==> src/rtl/frame_row_reader.sv <==
// Read-side sequencer for the frame row RAM: scans rows 0..NUM_ROWS-1 and streams them over valid/ready.
// Build option: define READER_LOOP_EN for continuous frame replay (no DRAIN/DONE, rd_ptr wraps to 0).
module frame_row_reader #(
  parameter int unsigned ROW_W    = 640,
  parameter int unsigned NUM_ROWS = 480,
  parameter int unsigned ADDR_W   = 9
) (
  input  logic              clk,
  input  logic              rst,
  input  logic              start,
  input  logic              ram_full,
  output logic [ADDR_W-1:0] ram_addr,
  input  logic [ROW_W-1:0]  ram_data,
  output logic              out_valid,
  input  logic              out_ready,
  output logic [ROW_W-1:0]  out_data,
  output logic [ADDR_W-1:0] out_row,
  output logic              out_sof,
  output logic              out_eof,
  output logic              busy,
  output logic              done
);

  localparam logic [2:0] ST_IDLE  = 3'd0;
  localparam logic [2:0] ST_WAIT  = 3'd1;
  localparam logic [2:0] ST_SCAN  = 3'd2;
  localparam logic [2:0] ST_DRAIN = 3'd3;
  localparam logic [2:0] ST_DONE  = 3'd4;

  localparam logic [ADDR_W-1:0] LAST_ROW = ADDR_W'(NUM_ROWS - 1);

  logic [2:0]        state, state_next;
  logic [ADDR_W-1:0] rd_ptr;
  logic              inflight;
  logic [ADDR_W-1:0] inflight_row;

  // Second FIFO entry; the out_* registers act as the FIFO head.
  logic              sk_valid;
  logic [ROW_W-1:0]  sk_data;
  logic [ADDR_W-1:0] sk_row;
  logic              sk_sof;
  logic              sk_eof;

  logic              pop_c;
  logic              issue_c;
  logic              last_issue_c;
  logic [1:0]        occ_c;
  logic              cap_sof_c;
  logic              cap_eof_c;

  assign ram_addr     = rd_ptr;
  assign pop_c        = out_valid & out_ready;
  assign occ_c        = 2'(out_valid) + 2'(sk_valid) + 2'(inflight);
  // Credit check counts the in-flight read so the 2-entry FIFO can never overflow.
  assign issue_c      = (state == ST_SCAN) && ({1'b0, occ_c} < (3'd2 + 3'(pop_c)));
  assign last_issue_c = issue_c && (rd_ptr == LAST_ROW);
  assign cap_sof_c    = (inflight_row == '0);
  assign cap_eof_c    = (inflight_row == LAST_ROW);

  // Next-state logic
  always_comb begin
    state_next = state;
    case (state)
      ST_IDLE:  if (start) state_next = ST_WAIT;
      ST_WAIT:  if (ram_full) state_next = ST_SCAN;
      ST_SCAN: begin
`ifdef READER_LOOP_EN
        state_next = ST_SCAN;
`else
        if (last_issue_c) state_next = ST_DRAIN;
`endif
      end
      ST_DRAIN: if (!out_valid && !sk_valid && !inflight) state_next = ST_DONE;
      ST_DONE:  state_next = ST_IDLE;
      default:  state_next = ST_IDLE;
    endcase
  end

  // State, issue tracking and status outputs
  always_ff @(posedge clk) begin
    if (rst) begin
      state        <= ST_IDLE;
      rd_ptr       <= '0;
      inflight     <= 1'b0;
      inflight_row <= '0;
      busy         <= 1'b0;
      done         <= 1'b0;
    end else begin
      state    <= state_next;
      busy     <= (state_next != ST_IDLE);
      done     <= (state_next == ST_DONE);
      inflight <= issue_c;
      if (issue_c) begin
        inflight_row <= rd_ptr;
        rd_ptr       <= last_issue_c ? '0 : rd_ptr + 1'b1;
      end
    end
  end

  // Output FIFO: head in out_* registers, overflow entry in sk_*
  always_ff @(posedge clk) begin
    if (rst) begin
      out_valid <= 1'b0;
      out_data  <= '0;
      out_row   <= '0;
      out_sof   <= 1'b0;
      out_eof   <= 1'b0;
      sk_valid  <= 1'b0;
      sk_data   <= '0;
      sk_row    <= '0;
      sk_sof    <= 1'b0;
      sk_eof    <= 1'b0;
    end else begin
      if (pop_c) begin
        if (sk_valid) begin
          out_data <= sk_data;
          out_row  <= sk_row;
          out_sof  <= sk_sof;
          out_eof  <= sk_eof;
          sk_valid <= inflight;
          if (inflight) begin
            sk_data <= ram_data;
            sk_row  <= inflight_row;
            sk_sof  <= cap_sof_c;
            sk_eof  <= cap_eof_c;
          end
        end else begin
          out_valid <= inflight;
          if (inflight) begin
            out_data <= ram_data;
            out_row  <= inflight_row;
            out_sof  <= cap_sof_c;
            out_eof  <= cap_eof_c;
          end
        end
      end else if (inflight) begin
        if (!out_valid) begin
          out_valid <= 1'b1;
          out_data  <= ram_data;
          out_row   <= inflight_row;
          out_sof   <= cap_sof_c;
          out_eof   <= cap_eof_c;
        end else begin
          sk_valid <= 1'b1;
          sk_data  <= ram_data;
          sk_row   <= inflight_row;
          sk_sof   <= cap_sof_c;
          sk_eof   <= cap_eof_c;
        end
      end
    end
  end

endmodule

==> config.mk <==
export PLATFORM = sky130hd
export DESIGN_NAME = frame_row_reader
export DESIGN_NICKNAME = d
export VERILOG_FILES = /design/src/rtl/frame_row_reader.sv
export SDC_FILE = /design/constraint.sdc
export NUM_CORES = 2
export LEC_CHECK = 0
export CAP_MARGIN = 20
export CORE_AREA = 2 2 507 509
export CTS_CLUSTER_DIAMETER = 120
export DETAILED_ROUTE_END_ITERATION = 12
export DIE_AREA = 0 0 509 511
export GPL_ROUTABILITY_DRIVEN = 0
export PLACE_DENSITY_LB_ADDON = 0.08
export SYNTH_ARGS = -nofsm -noshare
export SYNTH_HDL_FRONTEND = slang
export SYNTH_SLANG_ARGS = --single-unit
==> constraint.sdc <==
create_clock -name clk -period 2.48 [get_ports clk]
set_input_delay 0.496 -clock clk [delete_from_list [all_inputs] [get_ports clk]]
set_output_delay 0.496 -clock clk [all_outputs]
set_load 0.02 [all_outputs]
# Yosys cells after proc, flatten, opt, wreduce, memory -nomap -nowiden
# Cells that the tools add are included.
# op_classes
add_sub_neg	4
magnitude_cmp	1
n_bitwise	1
mux	49
n_reduce_logical	17
n_eq_ne	10
# ops
operator	count
2-to-1 mux 640 bit	9
2-to-1 mux 9 bit	10
2-to-1 mux 1 bit	25
equality test 9 bit, second input constant	2
2-to-1 mux 3 bit	4
one-hot mux 3 bit (4 select lines)	1
adder 9 x 1 -> 9 bit, second input constant	1
logical NOT 9 bit	1
equality test 3 x 2 -> 1 bit, second input constant	2
!= test 2 bit, second input constant	3
nonzero test 2 bit	3
logical AND 1 bit	4
AND reduction 2 bit	2
AND reduction 4 bit	1
adder 2 x 1 -> 3 bit, first input constant	1
equality test 3 x 1 -> 1 bit, second input constant	1
equality test 3 bit, second input constant	1
logical NOT 1 bit	3
logical NOT 3 bit	1
less-than comparator 2 x 3 -> 1 bit	1
AND reduction 3 bit	1
nonzero test 3 bit	1
adder 1 x 1 -> 2 bit	1
adder 2 x 1 -> 2 bit	1
other kinds (2)	2
# word_totals
output_inout_bits	663
in_bits	645
reg_bits	1328

# Longest topological paths before layout
# logic_depth
word_depth	8
mapped_depth	8
ltp_nobuf	6

# Least setup slack after synthesis
# Ideal clock, no wire load.
# synth_timing
path_type	register -> register
start	reg out_valid
end	reg rd_ptr[2] (netlist: ram_addr[2])
setup_ns	0.064
path_stages_with_launch	9
setup_slack_ns	0.245
synth_period_minus_slack_ns	2.235
n_path_buf	2
arrival_time_ns	2.171
path_cell_list	dfxtp_1 -> buf_4 -> inv_1 -> fa_1 -> a31oi_1 -> nor4_1 -> or2_2 -> buf_2 -> nor2_1
# synth_via
elab_chain_len	6
word_cells_on_any_way	8
# synth_rtl
element	line_no	text
start: declaration	14	output logic out_valid,
start signal: assignment	128	out_valid <= inflight;
adder 1 x 1 -> 2 bit or AND 1 bit (tied branches)	53, 52	
adder 2 x 1 -> 2 bit or adder 2 x 1 -> 3 bit (tied branches)	53, 55	
less-than comparator 2 x 3 -> 1 bit *	55	assign issue_c = (state == ST_SCAN) && ({1'b0, occ_c} < (3'd2 + 3'(pop_c)));
logical AND 1 bit *	55	
logical AND 1 bit	56	assign last_issue_c = issue_c && (rd_ptr == LAST_ROW);
2-to-1 mux 9 bit	95	rd_ptr <= last_issue_c ? '0 : rd_ptr + 1'b1;
end signal: assignment	95	
end: declaration	33	logic [ADDR_W-1:0] rd_ptr;
# Mark *: on every way between the ends. The rest lies on a longest branch, timed or not.
# A chain may end at the register's enable or synchronous reset.

# Worst setup path after layout
# layout_timing
start	reg out_data[363]
end	out out_data[363]
# layout_rtl
element	line_no	text
start: declaration	16	output logic [ROW_W-1:0] out_data,
start signal: assignment	116	out_data <= sk_data;
start signal: assignment	130	out_data <= ram_data;
start signal: assignment	139	out_data <= ram_data;
# No word-level cell between the ends.

==> reports/metrics.cfg <==
[hold_path]
hp-class = primary input to flip-flop
hp-start = rst

[synth]
synthArstFlopShare = 0
syn_area_mm2 = 0.05119
synth_edf_count = 0
synthCells = 6587
synth_top_flop_cell = dfxtp_1
syn_avg_cell_area_um2 = 7.771
ys_seq_area_frac = 0.5194
ys_ff_latch = 1328
yosysWarnings = 0
syn_nets = 7234
synth_top_area_cell = dfxtp_1
synth_top_area_frac = 0.5194
yosysUniqueCellTypes = 42
synth.area.top_cells = dfxtp_1 (52%), nand2_1 (19%), a311oi_1 (11%), a21oi_1 (6.5%), nor2_1 (4.9%)

[worst_setup_path]
start_kind = flip-flop
max_stage_delay_ns = 0.71
critPathTopFamily = buffers and inverters
slowest_stage = clkdlybuf4s50_1
critPathRequiredTime_ns = 1.98
path_cells = clkdlybuf4s50_1
critical_path_class = flip-flop to output pin
crit_arrival_ns = 1.91
startpoint = out_data[363]
crit_fanout = 2
r2r-start = out_valid
path_buf_inv = 1
cp-end-kind = output pin

[cells_and_area]
fin_util = 0.2943
final_nets = 8423
syn2layout_area_growth_pct = 46.77
final_common_cell = nand2_1
final_area_mm2 = 0.07512
final_cell_mix = nand2_1 (2632), dfxtp_1 (1323), clkdlybuf4s50_1 (1107)
fin_cells = 11310
drive_gt1_frac = 0.07231

[die]
row_count = 186
dieArea_mm2 = 0.2601
core-area_mm2 = 0.2553
initial_core_util = 0.2005
die_h_um = 511
die_x_um = 509
ioPinCount = 1308

[placement]
dpl_worst_slack_ns = -0.05717
post-dp-hpwl_um = 185100
dp.cells = 10990
postPlaceCellArea_mm2 = 0.06977
portBuffers = 1307

[sta]
worstMarginPinSlew_ns = 0.6263
hold_viol_final = 0
setup_slack_ns = 0.07398
clock_skew_ns = 0.06397
slew_violations = 0
rsz0062_at_grt = no
fin_crit_sh = 0.9702
fin_crit_ns = 2.406
slew_headroom = 0.5825
setup_viol = 0
max_clock_freq_ghz = 0.4156

[global_routing]
antenna_found_initial = 89
grt_max_degree = 93
grt_overflow_total = 0
grt_pass1_vias = 47690
grt_first_pass_wirelength_um = 357500
grt_usage = 0.1852

[power]
peakVddDrop_v = 0.0007205
p_sw_frac = 0.2539
leakage_uw = 0.02613
p_comb_frac = 0.085
p_clk_frac = 0.482
power_uw = 50930
p_int_uw = 38000
power_density_mw_per_mm2 = 677.9
p_seq_frac = 0.433
p_sw_uw = 12930

[detailed_routing]
vias = 50550
drt_iter0_markers = 3068
via_per_inst = 4.468
drc = 0
wl_per_cell_um = 22.19
ant_nets = 0
dr.pass1.iters = 5
drt-total-wl_um = 251100

[clocking]
clk_pin_slew_ns = 0.06
root_buffer = clkbuf_16
cts_sinks = 1328
htree_levels = 4
cts_buffers = 168
cts_tree = built
clock_latency_ns = 0.83
cts_buffer_depth = 3

[run]
timing.max_cap.violations = 0

[status]
status = complete, no violations

==> per-layer routing <==
layer,track usage,wire [µm]
met1,0.2273,106500
met2,0.3068,117800
met3,0.06510,20350
met4,0.04550,5892
met5,0,589
==> kinds of logic (layout without fill, tap and decap cells) <==
| family | Yosys count | count (layout) | share of synthesized area |
|---|---|---|---|
| simple gates | 3331 | 3331 | 0.2463 |
| compound gates | 1328 | 1328 | 0.1781 |
| flops | 1328 | 1328 | 0.5194 |
| buf+inv | 592 | 1915 | 0.05451 |
| xor+xnor | 6 | 6 | 0.001027 |
| fa+ha+maj | 2 | 2 | 0.0006355 |
| other cells | 0 | 20 | 0 |
==> synthesized netlist by cell type (all sizes together), types with 2 or more instances <==
library cell	count
nand3	5
inv	7
dfxtp	1328
o21ai	3
xor2	2
o31a	2
nand4b	2
nand2	2632
clkbuf	263
o31ai	2
nor3	5
nand2b	3
a21oi	665
nor2	666
xnor2	4
nor2b	2
nor4	4
or2	2
buf	322
nand4	3
a311oi	651
==> cell type report <==
class / count / area [µm²]
clock inverter: 50 / 596.8
fill: 27160 / 180200
multi-input combinational: 4667 / 21850
inverter: 7 / 26.28
timing repair buffer: 1604 / 16880
sequential: 1328 / 26590
tap: 3384 / 4234
antenna: 20 / 50.05
clock buffer: 254 / 4898
==> flip-flops by register name, indices dropped and copies added (netlist names) <==
| name | count |
|---|---|
| sk_row | 9 |
| out_sof | 1 |
| inflight_row | 9 |
| ram_addr | 9 |
| busy | 1 |
| out_row | 9 |
| out_eof | 1 |
| done | 1 |
| sk_data | 640 |
| inflight | 1 |
| sk_eof | 1 |
| state | 3 |
| sk_valid | 1 |
| out_valid | 1 |
| sk_sof | 1 |
| out_data | 640 |
==> worst paths after layout <==
path,endpoint,slack (ns),cells past startpoint
worst max-delay path,out_data[363],0.07,1
worst min-delay path,sk_data[490],0.22,2
worst max register to register,out_data[558],0.47,8
worst min register to register,out_data[607],0.42,2
==> what timing repair did <==
item,4_1_cts,5_1_grt
hold buffers,0,0
gates resized for setup,195,11
buffers inserted,0,0
endpoints found under the setup margin,186,11
==> power groups by stage <==
stage / logic (µW) / registers (µW) / clock network [µW]
after floorplan: 1190 / 22800 / 0
after global placement: 4460 / 22500 / 0
after detailed placement: 4460 / 22500 / 0
after CTS: 4410 / 22000 / 25500
after global routing: 4670 / 22100 / 26300
final: 4350 / 22000 / 24500
==> stage by stage <==
stage | TNS [ns] | hold slack, ns
floorplan | 0 | 0.4366
global placement | -0.008756 | 0.4402
detailed placement | -0.2435 | 0.4423
CTS | 0 | 0.1280
global route | 0 | 0.1407
finish | 0 | 0.2188
Power figures use the tool's default switching activity.
